`config.mk`:
```
export PLATFORM = sky130hd
export DESIGN_NAME = opb_status_bank_flat
export DESIGN_NICKNAME = d
export VERILOG_FILES = /design/src/rtl/opb_status_bank_if.sv /design/src/rtl/opb_status_bank.sv /design/src/flat_wrapper.sv
export SDC_FILE = /design/constraint.sdc
export NUM_CORES = 1
export LEC_CHECK = 0
export BUFFER_PORTS_ARGS = -buffer_cell sky130_fd_sc_hd__buf_2
export CAP_MARGIN = 20
export CORE_MARGIN = 2
export CORE_UTILIZATION = 55
export DETAILED_ROUTE_END_ITERATION = 8
export PLACE_DENSITY = 0.9
export SYNTH_ARGS = -nofsm -noshare
export SYNTH_HDL_FRONTEND = slang
export SYNTH_SLANG_ARGS = --single-unit
```
`constraint.sdc`:
```
create_clock -name OPB_Clk -period 11.15 [get_ports OPB_Clk]
set_input_delay 1.115 -clock OPB_Clk [delete_from_list [all_inputs] [get_ports OPB_Clk]]
set_output_delay 1.115 -clock OPB_Clk [all_outputs]
set_load 0.005 [all_outputs]
```
`src/rtl/opb_status_bank_if.sv`:
```
// OPB slave-side bus bundle for opb_status_bank; bit 0 is the MSB on every OPB vector.
`default_nettype none

interface opb_status_bank_if #(
  parameter int C_OPB_AWIDTH = 32,
  parameter int C_OPB_DWIDTH = 32
);
  logic [0:C_OPB_AWIDTH-1]   OPB_ABus;
  logic [0:C_OPB_DWIDTH/8-1] OPB_BE;
  logic [0:C_OPB_DWIDTH-1]   OPB_DBus;
  logic                      OPB_RNW;
  logic                      OPB_select;
  logic                      OPB_seqAddr;
  logic [0:C_OPB_DWIDTH-1]   Sl_DBus;
  logic                      Sl_xferAck;
  logic                      Sl_errAck;
  logic                      Sl_retry;
  logic                      Sl_toutSup;

  modport master (
    output OPB_ABus, OPB_BE, OPB_DBus, OPB_RNW, OPB_select, OPB_seqAddr,
    input  Sl_DBus, Sl_xferAck, Sl_errAck, Sl_retry, Sl_toutSup
  );

  modport slave (
    input  OPB_ABus, OPB_BE, OPB_DBus, OPB_RNW, OPB_select, OPB_seqAddr,
    output Sl_DBus, Sl_xferAck, Sl_errAck, Sl_retry, Sl_toutSup
  );
endinterface

`default_nettype wire

```
`src/rtl/opb_status_bank.sv`:
```
// Multi-channel live/sticky status bank with an atomic shadow snapshot, read over OPB.
`default_nettype none

module opb_status_bank #(
  parameter logic [31:0] C_BASEADDR    = 32'h01120100,
  parameter logic [31:0] C_HIGHADDR    = 32'h011201FF,
  parameter int          C_OPB_AWIDTH  = 32,
  parameter int          C_OPB_DWIDTH  = 32,
  parameter int          C_NUM_CH      = 4,
  parameter int          C_DATA_WIDTH  = 32,
  parameter logic [31:0] C_STICKY_MASK = 32'h0
) (
  input  wire logic                             OPB_Clk,
  input  wire logic                             OPB_Rst_n,
  opb_status_bank_if.slave                      opb,
  input  wire logic [C_NUM_CH*C_DATA_WIDTH-1:0] user_data_in,
  input  wire logic [C_NUM_CH-1:0]              user_valid,
  output logic                                  snap_pulse
);

  typedef enum logic [1:0] {
    ST_IDLE = 2'd0,
    ST_ACK  = 2'd1,
    ST_GAP  = 2'd2
  } state_t;

  state_t state, state_nxt;

  logic rst_meta, rst_n_sync;
  logic [31:0] addr, offset, wdata, be_mask, wmasked, rd_word, rdata;
  logic [29:0] word;
  logic        in_range, commit, wr, is_ctrl, snap_req, clr_req;
  logic [C_NUM_CH-1:0]     ch_hit;
  logic [15:0]             snap_cnt;
  logic [C_DATA_WIDTH-1:0] live     [C_NUM_CH];
  logic [C_DATA_WIDTH-1:0] shadow   [C_NUM_CH];
  logic [C_DATA_WIDTH-1:0] clr_mask [C_NUM_CH];
  logic                    unused_bits;

  // Reset asserts asynchronously but releases on a clock edge.
  always_ff @(posedge OPB_Clk or negedge OPB_Rst_n) begin
    if (!OPB_Rst_n) begin
      rst_meta   <= 1'b0;
      rst_n_sync <= 1'b0;
    end else begin
      rst_meta   <= 1'b1;
      rst_n_sync <= rst_meta;
    end
  end

  assign addr     = opb.OPB_ABus;
  assign wdata    = opb.OPB_DBus;
  assign be_mask  = {{8{opb.OPB_BE[0]}}, {8{opb.OPB_BE[1]}},
                     {8{opb.OPB_BE[2]}}, {8{opb.OPB_BE[3]}}};
  assign wmasked  = wdata & be_mask;
  assign offset   = addr - C_BASEADDR;
  assign word     = offset[31:2];
  assign in_range = opb.OPB_select && (addr >= C_BASEADDR) && (addr <= C_HIGHADDR);
  assign commit   = (state == ST_IDLE) && in_range;
  assign wr       = commit && !opb.OPB_RNW;
  assign is_ctrl  = (word == 30'd0);
  assign snap_req = wr && is_ctrl && wmasked[0];
  assign clr_req  = wr && is_ctrl && wmasked[1];

  always_comb begin
    rd_word = '0;
    for (int k = 0; k < C_NUM_CH; k++) begin
      ch_hit[k]   = (word == 30'(k + 1));
      clr_mask[k] = '0;
      if (wr && ch_hit[k])
        clr_mask[k] = wmasked[C_DATA_WIDTH-1:0];
      if (clr_req)
        clr_mask[k] = '1;
    end
    if (is_ctrl)
      rd_word = {snap_cnt, 8'(C_NUM_CH), 8'(C_DATA_WIDTH)};
    for (int k = 0; k < C_NUM_CH; k++) begin
      if (ch_hit[k])
        rd_word[C_DATA_WIDTH-1:0] = shadow[k];
    end
  end

  always_comb begin
    state_nxt = state;
    case (state)
      ST_IDLE: if (in_range) state_nxt = ST_ACK;
      ST_ACK:  state_nxt = ST_GAP;
      ST_GAP:  state_nxt = ST_IDLE;
      default: state_nxt = ST_IDLE;
    endcase
  end

  always_ff @(posedge OPB_Clk or negedge rst_n_sync) begin
    if (!rst_n_sync) begin
      state <= ST_IDLE;
      rdata <= '0;
    end else begin
      state <= state_nxt;
      if (commit)
        rdata <= opb.OPB_RNW ? rd_word : '0;
    end
  end

  // Shadow copies the pre-edge live values, so same-edge updates/clears land only in live.
  always_ff @(posedge OPB_Clk or negedge rst_n_sync) begin
    if (!rst_n_sync) begin
      snap_cnt   <= '0;
      snap_pulse <= 1'b0;
      for (int k = 0; k < C_NUM_CH; k++) begin
        live[k]   <= '0;
        shadow[k] <= '0;
      end
    end else begin
      snap_pulse <= snap_req;
      if (snap_req)
        snap_cnt <= snap_cnt + 16'd1;
      for (int k = 0; k < C_NUM_CH; k++) begin
        if (C_STICKY_MASK[k])
          live[k] <= (live[k] & ~clr_mask[k]) |
                     (user_valid[k] ? user_data_in[k*C_DATA_WIDTH +: C_DATA_WIDTH] : '0);
        else if (user_valid[k])
          live[k] <= user_data_in[k*C_DATA_WIDTH +: C_DATA_WIDTH];
        if (snap_req)
          shadow[k] <= live[k];
      end
    end
  end

  assign opb.Sl_DBus    = (state == ST_ACK) ? rdata : '0;
  assign opb.Sl_xferAck = (state == ST_ACK);
  assign opb.Sl_errAck  = 1'b0;
  assign opb.Sl_retry   = 1'b0;
  assign opb.Sl_toutSup = 1'b0;

  assign unused_bits = &{1'b0, opb.OPB_seqAddr, offset[1:0], wmasked};

endmodule

`default_nettype wire

```
`src/flat_wrapper.sv`:
```
// flat-port wrapper written by rule: the top's interface ports become plain ports
module opb_status_bank_flat 
#(
  parameter logic [31:0] C_BASEADDR    = 32'h01120100,
  parameter logic [31:0] C_HIGHADDR    = 32'h011201FF,
  parameter int          C_OPB_AWIDTH  = 32,
  parameter int          C_OPB_DWIDTH  = 32,
  parameter int          C_NUM_CH      = 4,
  parameter int          C_DATA_WIDTH  = 32,
  parameter logic [31:0] C_STICKY_MASK = 32'h0
)
  (OPB_Clk, OPB_Rst_n, user_data_in, user_valid, snap_pulse, opb_OPB_ABus, opb_OPB_BE, opb_OPB_DBus, opb_OPB_RNW, opb_OPB_select, opb_OPB_seqAddr, opb_Sl_DBus, opb_Sl_xferAck, opb_Sl_errAck, opb_Sl_retry, opb_Sl_toutSup);
  opb_status_bank_if #(.C_OPB_AWIDTH(C_OPB_AWIDTH), .C_OPB_DWIDTH(C_OPB_DWIDTH)) opb_i ();
  input  wire logic OPB_Clk;
  input  wire logic OPB_Rst_n;
  input  wire logic [C_NUM_CH*C_DATA_WIDTH-1:0] user_data_in;
  input  wire logic [C_NUM_CH-1:0] user_valid;
  output logic snap_pulse;
  input wire logic [$bits(opb_i.OPB_ABus)-1:0] opb_OPB_ABus;
  input wire logic [$bits(opb_i.OPB_BE)-1:0] opb_OPB_BE;
  input wire logic [$bits(opb_i.OPB_DBus)-1:0] opb_OPB_DBus;
  input wire logic [$bits(opb_i.OPB_RNW)-1:0] opb_OPB_RNW;
  input wire logic [$bits(opb_i.OPB_select)-1:0] opb_OPB_select;
  input wire logic [$bits(opb_i.OPB_seqAddr)-1:0] opb_OPB_seqAddr;
  output wire logic [$bits(opb_i.Sl_DBus)-1:0] opb_Sl_DBus;
  output wire logic [$bits(opb_i.Sl_xferAck)-1:0] opb_Sl_xferAck;
  output wire logic [$bits(opb_i.Sl_errAck)-1:0] opb_Sl_errAck;
  output wire logic [$bits(opb_i.Sl_retry)-1:0] opb_Sl_retry;
  output wire logic [$bits(opb_i.Sl_toutSup)-1:0] opb_Sl_toutSup;
  assign opb_i.OPB_ABus = opb_OPB_ABus;
  assign opb_i.OPB_BE = opb_OPB_BE;
  assign opb_i.OPB_DBus = opb_OPB_DBus;
  assign opb_i.OPB_RNW = opb_OPB_RNW;
  assign opb_i.OPB_select = opb_OPB_select;
  assign opb_i.OPB_seqAddr = opb_OPB_seqAddr;
  assign opb_Sl_DBus = opb_i.Sl_DBus;
  assign opb_Sl_xferAck = opb_i.Sl_xferAck;
  assign opb_Sl_errAck = opb_i.Sl_errAck;
  assign opb_Sl_retry = opb_i.Sl_retry;
  assign opb_Sl_toutSup = opb_i.Sl_toutSup;
  opb_status_bank #(.C_BASEADDR(C_BASEADDR), .C_HIGHADDR(C_HIGHADDR), .C_OPB_AWIDTH(C_OPB_AWIDTH), .C_OPB_DWIDTH(C_OPB_DWIDTH), .C_NUM_CH(C_NUM_CH), .C_DATA_WIDTH(C_DATA_WIDTH), .C_STICKY_MASK(C_STICKY_MASK)) u_core (.OPB_Clk(OPB_Clk), .OPB_Rst_n(OPB_Rst_n), .opb(opb_i), .user_data_in(user_data_in), .user_valid(user_valid), .snap_pulse(snap_pulse));
endmodule
```
=== Yosys cells after proc, flatten, opt, wreduce, memory -nomap -nowiden ===
Cells that the tools add are included.

* Input port bits: 205
* Output and inout port bits: 37
* Logic and storage cells: 43
* Bits in registers: 309

* Magnitude comparators: 2
* Add/subtract/negate cells: 2
* Eq/ne operators: 6
* Muxes and demuxes: 9
* Reductions and logical operators: 9
* Bitwise logic cells: 1

{| class="wikitable"
|+ Operators with widths
! operator !! number
|-
| 2-to-1 mux 32 bit || 7
|-
| equality test 30 x 2 -> 1 bit, second input constant || 2
|-
| greater-or-equal comparator 32 x 25 -> 1 bit, second input constant || 1
|-
| less-or-equal comparator 32 x 25 -> 1 bit, second input constant || 1
|-
| subtractor 32 x 25 -> 32 bit, second input constant || 1
|-
| equality test 30 x 1 -> 1 bit, second input constant || 1
|-
| equality test 30 x 3 -> 1 bit, second input constant || 1
|-
| logical NOT 30 bit || 1
|-
| adder 16 x 1 -> 16 bit, second input constant || 1
|-
| logical AND 1 bit || 6
|-
| one-hot mux 2 bit (2 select lines) || 1
|-
| equality test 2 x 1 -> 1 bit, second input constant || 1
|-
| logical NOT 2 bit || 1
|-
| 2-to-1 mux 2 bit || 1
|-
| inequality test 2 x 1 -> 1 bit, second input constant || 1
|-
| bitwise AND 1 bit || 1
|-
| logical NOT 1 bit || 1
|}

=== Depth between registers and ports, before layout ===
Gate-level depths: netlist of run 1.

* Depth after elaboration: 8
* Mapped depth: 9
* Gate-level depth less buffers: 5

=== Worst setup path after synthesis of run 1 ===
Ideal clock, no wire load.

* Path kind: input -> register
* Start point: in opb_OPB_ABus[3]
* End point: reg u_core.snap_cnt[1]
* Setup slack: 8.252 ns
* Path buffers: 4
* Setup time: 0.116 ns
* Arrival: 2.781 ns
* Stages on the path: 9
* Required time: 11.034 ns
* Path through: buf_2 > nor4_2 > nand4_2 > or4_1 > buf_2 > buf_6 > buf_6 > nand2_1 > nand2_1

* Longest elaborated chain between the ends: 7
* Elaborated cells between the ends (all ways): 10
* Classes of those cells: add/sub (1); order compare (2); reduce/logical (7)

{| class="wikitable"
|+ RTL lines
! item !! RTL line !! source
|-
| start: declaration || flat_wrapper.sv:19 || <nowiki>input wire logic [$bits(opb_i.OPB_ABus)-1:0] opb_OPB_ABus;</nowiki>
|-
| branches (longest 5 deep; another with subtractor 32 x 25 -> 32 bit) || -- ||
|-
| logical AND 1 bit * (2 in series) || opb_status_bank.sv:62 || <nowiki>assign snap_req = wr && is_ctrl && wmasked[0];</nowiki>
|-
| end signal: assignment || opb_status_bank.sv:116 || <nowiki>snap_cnt <= snap_cnt + 16'd1;</nowiki>
|-
| end: declaration || opb_status_bank.sv:34 || <nowiki>logic [15:0] snap_cnt;</nowiki>
|}

Every way passes the cells marked *.
A chain may end at the register's enable or synchronous reset.

=== Worst setup path in the final report of run 1 ===
* Start point: in opb_OPB_ABus[16]
* End point: reg u_core.snap_cnt[8]

The elaborated chain is that of the path after synthesis.

==> results of run 1 <==
[cell type report]
cell class | instances | area [µm²]
clock inverter | 14 | 173
clock buffer | 43 | 911
timing repair buffer | 214 | 1150
tap | 324 | 405
sequential | 309 | 7740
multi-input combinational | 858 | 5230
antenna | 1 | 2.50
fill | 1843 | 8480
inverter | 3 | 11.3
[flip-flops by register name, indices dropped and copies added (netlist names)]
signal / flops
u_core.live: 128
u_core.rdata: 32
u_core.rst_meta: 1
u_core.rst_n_sync: 1
u_core.shadow: 128
u_core.snap_cnt: 16
u_core.snap_pulse: 1
u_core.state: 2
[through the flow]
| stage | utilization [%] | power [W] |
|---|---|---|
| after global placement | 60.1 | 0.00135 |
| after CTS | 64.6 | 0.00243 |
| after detailed placement | 60.1 | 0.00136 |
| after floorplan | - | 0.00130 |
| final | 64.8 | 0.00242 |
| after global routing | 64.8 | 0.00250 |
[routing by layer]
layer / GRT usage (%) / up-vias / wire length, µm
li1: - / 4523 / -
met1: 36.2 / 4933 / 13600
met2: 43.2 / 502 / 16300
met3: 4.21 / 85 / 2680
met4: 8.60 / 0 / 1180
met5: 0 / - / 0
[cells by family after synthesis]
kind of cell	after synthesis
xor gates and xnor gates	15
AOI/OAI and AO/OA	111
muxes	174
DFF	309
other	2
buffers and inverters	87
and+or+nand+nor	553
adders and majority gates	1
[power breakdown]
group / switching, W / internal (W) / total [W]
clock: 0.000425 / 0.000659 / 0.00108
sequential: 0.0000316 / 0.00117 / 0.00120
combinational: 0.0000669 / 0.0000716 / 0.000138
total: 0.000524 / 0.00190 / 0.00242
[worst max-delay path by stage]
| stage | endpoint | start | slack, ps | cells past startpoint |
|---|---|---|---|---|
| after floorplan | u_core.live[0]$_DFFE_PN0P_ | u_core.rst_n_sync$_DFF_PN0_ | 1900 | 0 |
| after global placement | u_core.snap_cnt[5]$_DFFE_PN0P_ | opb_OPB_ABus[16] | 6790 | 8 |
| after detailed placement | u_core.snap_cnt[11]$_DFFE_PN0P_ | opb_OPB_ABus[16] | 6720 | 8 |
| after CTS | u_core.snap_cnt[11]$_DFFE_PN0P_ | opb_OPB_ABus[16] | 7290 | 8 |
| after global routing | u_core.snap_cnt[8]$_DFFE_PN0P_ | opb_OPB_ABus[16] | 7200 | 7 |
| final | u_core.snap_cnt[8]$_DFFE_PN0P_ | opb_OPB_ABus[16] | 7410 | 7 |
[synth_stat cells, drive strengths merged (9+ instances only)]
master     n  area [µm²]
clkbuf    32         120
buf       52         315
nor2b     10        62.6
o21ai     39         195
mux2i     46         460
o2111ai    9        78.8
xnor2     13         114
a21oi     14        70.1
o32ai     12         105
nand4     12        81.3
and2      33         206
nor2      21        78.8
nand2    427        1600
dfrtp    309        7730
mux2     128        1440
nor3      16        90.1
==> results.py, run 1 <==
metrics = {
    "cts": {
        "clock-sinks": 309,
        "post_cts_resized": 0,
        "clock_latency_ps": 550,
        "post_cts_buffers": 0,
        "hold_buffers": 0,
        "path_clk_slew_ps": 60,
        "cts_tree": "done",
        "htreeDepth": 1,
        "numCtsBuffers": 31,
        "cts_buffer_depth": 3,
        "clock-root-buffer": "clkbuf_16",
    },
    "synth": {
        "synth-simple-area-share_pct": 18.0,
        "ys_seq_area_share_pct": 57.8,
        "synth_warnings": 0,
        "synth_compound_area_share_pct": 5.53,
        "avgSynthCellArea_um2": 10.7,
        "ys.flop_type": "dfrtp_1",
        "synth-xor-area-share_pct": 0.982,
        "synth_top_family_by_area": "simple AND/OR/NAND/NOR gates",
        "ys_types": 49,
        "async_reset_ff_share_pct": 100,
        "synth_edf_count": 0,
        "synth_seq_cells": 309,
        "synthAdderAreaFrac_pct": 0.0935,
        "syn-cell-area_mm2": 0.0134,
        "syn_inst": 1252,
        "synth_mux_area_share_pct": 14.2,
    },
    "layout": {
        "area_delta_synth_final_pct": 16.8,
        "final_cells": 1766,
        "design_area_mm2": 0.0156,
        "final_cell_mix": "427 x nand2_1, 308 x dfrtp_1, 201 x buf_2",
        "layout_commonest_cell": "nand2_1",
        "drive_gt1_share_pct": 28.5,
        "final_nets": 1623,
    },
    "setup_path": {
        "worst-path-buf-inv": 2,
        "crit_chain": "buf_2 -> nor4b_4 -> nand4_2 -> or4_4 -> buf_4 -> nor3_2 -> xor2_1",
        "required_ps": 11610,
        "reg2reg_to": "u_core.snap_cnt[8]$_DFFE_PN0P_",
        "rr_worst_depth": 6,
        "rr_startpoint": "u_core.state[1]$_DFFE_PN0P_",
        "r2r_slack_ps": 8270,
        "end_kind": "flop",
        "startpoint_type": "input port",
        "path_max_fanout": 100,
        "cp_top_family": "simple AND/OR/NAND/NOR gates",
        "cpMaxStageDelayCell": "or4_4",
        "max_stage_delay_ps": 910,
        "crit_arrival_ps": 4200,
        "path_class": "in2reg",
    },
    "floorplan": {
        "coreArea_mm2": 0.0241,
        "die_x_um": 160,
        "ios": 242,
        "die_area_mm2": 0.0256,
        "initial_utilization_pct": 55.5,
        "die_y_um": 160,
        "fp-row-count": 57,
    },
    "power": {
        "ir_drop_uv": 123,
        "power.leakage_nw": 7.87,
        "powerDensity_mw_per_mm2": 155,
    },
    "timing": {
        "slew_headroom_pct": 29.5,
        "finalCritPeriodShare_pct": 33.5,
        "setup_viol": 0,
        "min_period_ps": 3740,
        "worst_slack_ps": 7410,
        "max_freq_ghz": 0.268,
        "final.setup_skew_ps": 18.2,
        "setup_tns_ps": 0,
        "holdWs_ps": 350,
        "rsz0062_at_grt": "no",
        "finalHoldViolations": 0,
        "slew_violations": 0,
        "tightest_slew_ps": 1060,
    },
    "place": {
        "dpl.cell_count": 1705,
        "portBuffers": 201,
        "hpwl_um": 22800,
        "place_area_mm2": 0.0145,
        "pre_cts_ws_ps": 6720,
        "gp_congestion": 0.844,
    },
    "detailed_routing": {
        "drt_wl_total_um": 33700,
        "ant_nets": 0,
        "first_iter_violations": 892,
        "drtPass1Iterations": 5,
        "viasPerCell": 5.69,
        "via_count": 10000,
        "drc": 0,
        "wl_per_cell_um": 19.1,
    },
    "global_route": {
        "grt_usage_pct": 26.3,
        "antenna_found_initial": 1,
        "grt_overflow": 0,
        "grt_max_degree": 175,
        "grt_pass1_wl_um": 53300,
        "grt_pass1_vias": 9995,
    },
    "job": {
        "cap_violations": 0,
    },
    "run_status": {
        "status": "finished, final reports clean",
    },
    "min_path": {
        "hold_class": "in2async",
    },
}
(Power assumes the default switching activity.)
==> run 2: changes to the inputs <==
clock period = 3.88 ns   (was 11.15 ns; I/O delays follow)
==> run 2 against run 1 <==
- register-to-register slack lost 7100 ps
- die area is the same
- clock skew grew 2.2 ps
==> results.py, run 2 (synthesis gave the netlist of run 1 again) <==
metrics = {
    "run_status": {
        "status": "finished, final reports clean",
    },
    "detailed_routing": {
        "first_iter_violations": 960,
        "drtPass1Iterations": 7,
        "drt_wl_total_um": 34900,
        "ant_nets": 0,
        "via_count": 10200,
        "drc": 0,
        "wl_per_cell_um": 19.7,
        "viasPerCell": 5.78,
    },
    "setup_path": {
        "required_ps": 4310,
        "path_class": "reg2reg",
        "startpoint_type": "flop",
        "crit_arrival_ps": 3100,
        "rr_startpoint": "u_core.state[1]$_DFFE_PN0P_",
        "rr_worst_depth": 6,
        "end_kind": "flop",
        "path_max_fanout": 91,
        "crit_path_start": "u_core.state[1]$_DFFE_PN0P_",
    },
    "global_route": {
        "grt_pass1_vias": 10300,
        "grt_usage_pct": 27.5,
        "grt_max_degree": 92,
        "grt_overflow": 0,
        "antenna_found_initial": 2,
        "grt_pass1_wl_um": 55300,
    },
    "cts": {
        "cts_buffer_depth": 3,
        "post_cts_buffers": 0,
        "path_clk_slew_ps": 60,
        "cts_tree": "done",
        "clock-root-buffer": "clkbuf_16",
        "post_cts_resized": 0,
        "numCtsBuffers": 30,
        "clock-sinks": 309,
        "htreeDepth": 1,
        "clock_latency_ps": 560,
    },
    "floorplan": {
        "ios": 242,
        "coreArea_mm2": 0.0241,
        "die_y_um": 160,
        "initial_utilization_pct": 55.5,
        "die_area_mm2": 0.0256,
        "die_x_um": 160,
        "fp-row-count": 57,
    },
    "layout": {
        "reg_top3": "u_core.live (128), u_core.shadow (128), u_core.rdata (32)",
        "final_cell_mix": "427 x nand2_1, 308 x dfrtp_1, 201 x buf_2",
        "utilization_pct": 64.8,
        "drive_gt1_share_pct": 28.1,
        "area_delta_synth_final_pct": 16.8,
        "layout_commonest_cell": "nand2_1",
        "final_nets": 1628,
    },
    "timing": {
        "finalHoldViolations": 0,
        "setup_tns_ps": 0,
        "rsz0062_at_grt": "no",
        "max_freq_ghz": 0.375,
        "setup_viol": 0,
        "finalCritPeriodShare_pct": 68.8,
        "final.setup_skew_ps": 20.4,
        "min_period_ps": 2670,
        "slew_headroom_pct": 29.3,
        "tightest_slew_ps": 1050,
        "slew_violations": 0,
    },
    "job": {
        "cap_violations": 0,
    },
    "place": {
        "gp_congestion": 0.848,
        "portBuffers": 201,
        "hpwl_um": 24000,
    },
    "min_path": {
        "min_path_cells": 2,
        "hold_path_startpoint": "user_data_in[115]",
        "hold_class": "in2reg",
    },
    "power": {
        "ir_drop_uv": 336,
        "powerDensity_mw_per_mm2": 437,
        "power.leakage_nw": 7.86,
    },
}
run 2: metal layers:
metal,global-route usage [%],up-vias,share of wire (%)
li1,-,4531,-
met1,37.0,5038,40
met2,45.5,542,48
met3,4.13,112,7.8
met4,10.7,0,4.1
met5,0,-,0
run 2: timing repair:
| action | in CTS | in global routing |
|---|---|---|
| hold buffers | 1 | 0 |
| setup endpoints to repair | 0 | 0 |
| endpoints found under the hold margin | 2 | 0 |
run 2: cell type report:
class	instances	area, µm²
Clock buffer	49	943
Timing Repair Buffer	220	1220
Tap cell	324	405
Sequential cell	309	7740
Antenna cell	2	5.00
Inverter	3	11.3
Fill cell	1807	8480
Multi-Input combinational cell	858	5230
Clock inverter	4	70.1
run 2: worst paths after layout:
kind	end	slack [ps]
setup / recovery	u_core.shadow[79]$_DFFE_PN0P_	1210
hold / removal	u_core.live[19]$_DFFE_PN0P_	60
setup reg to reg	u_core.shadow[79]$_DFFE_PN0P_	1210
hold reg to reg	u_core.live[70]$_DFFE_PN0P_	300
max in group asynchronous	u_core.live[54]$_DFFE_PN0P_	2590
min in group asynchronous	u_core.rst_n_sync$_DFF_PN0_	150
run 2: per-stage QoR:
stage	hold slack, ps	instance area, µm²	total power [W]	instances	setup slack, ps
after detailed placement	175	14600	0.00391	1711	931
after global routing	56.1	15600	0.00704	1769	1070
after global placement	174	14600	0.00389	1710	969
after CTS	50.8	15600	0.00685	1765	1170
final	62.3	15600	0.00682	1769	1210
after floorplan	92.4	13400	0.00373	1254	809
run 2: worst max-delay path, stage by stage (launching register included):
cell and delay, ps:
dfrtp_1 420, nor4_1 280, nand2_1 180, or4_4 950
buf_4 440, nand2_1 150, nand2_1 60
run 2: report_power, final:
group	leakage (nW)	switching [W]	internal [W]
clock	0.499	0.00118	0.00178
sequential	4.02	0.0000895	0.00336
combinational	3.34	0.000203	0.000210
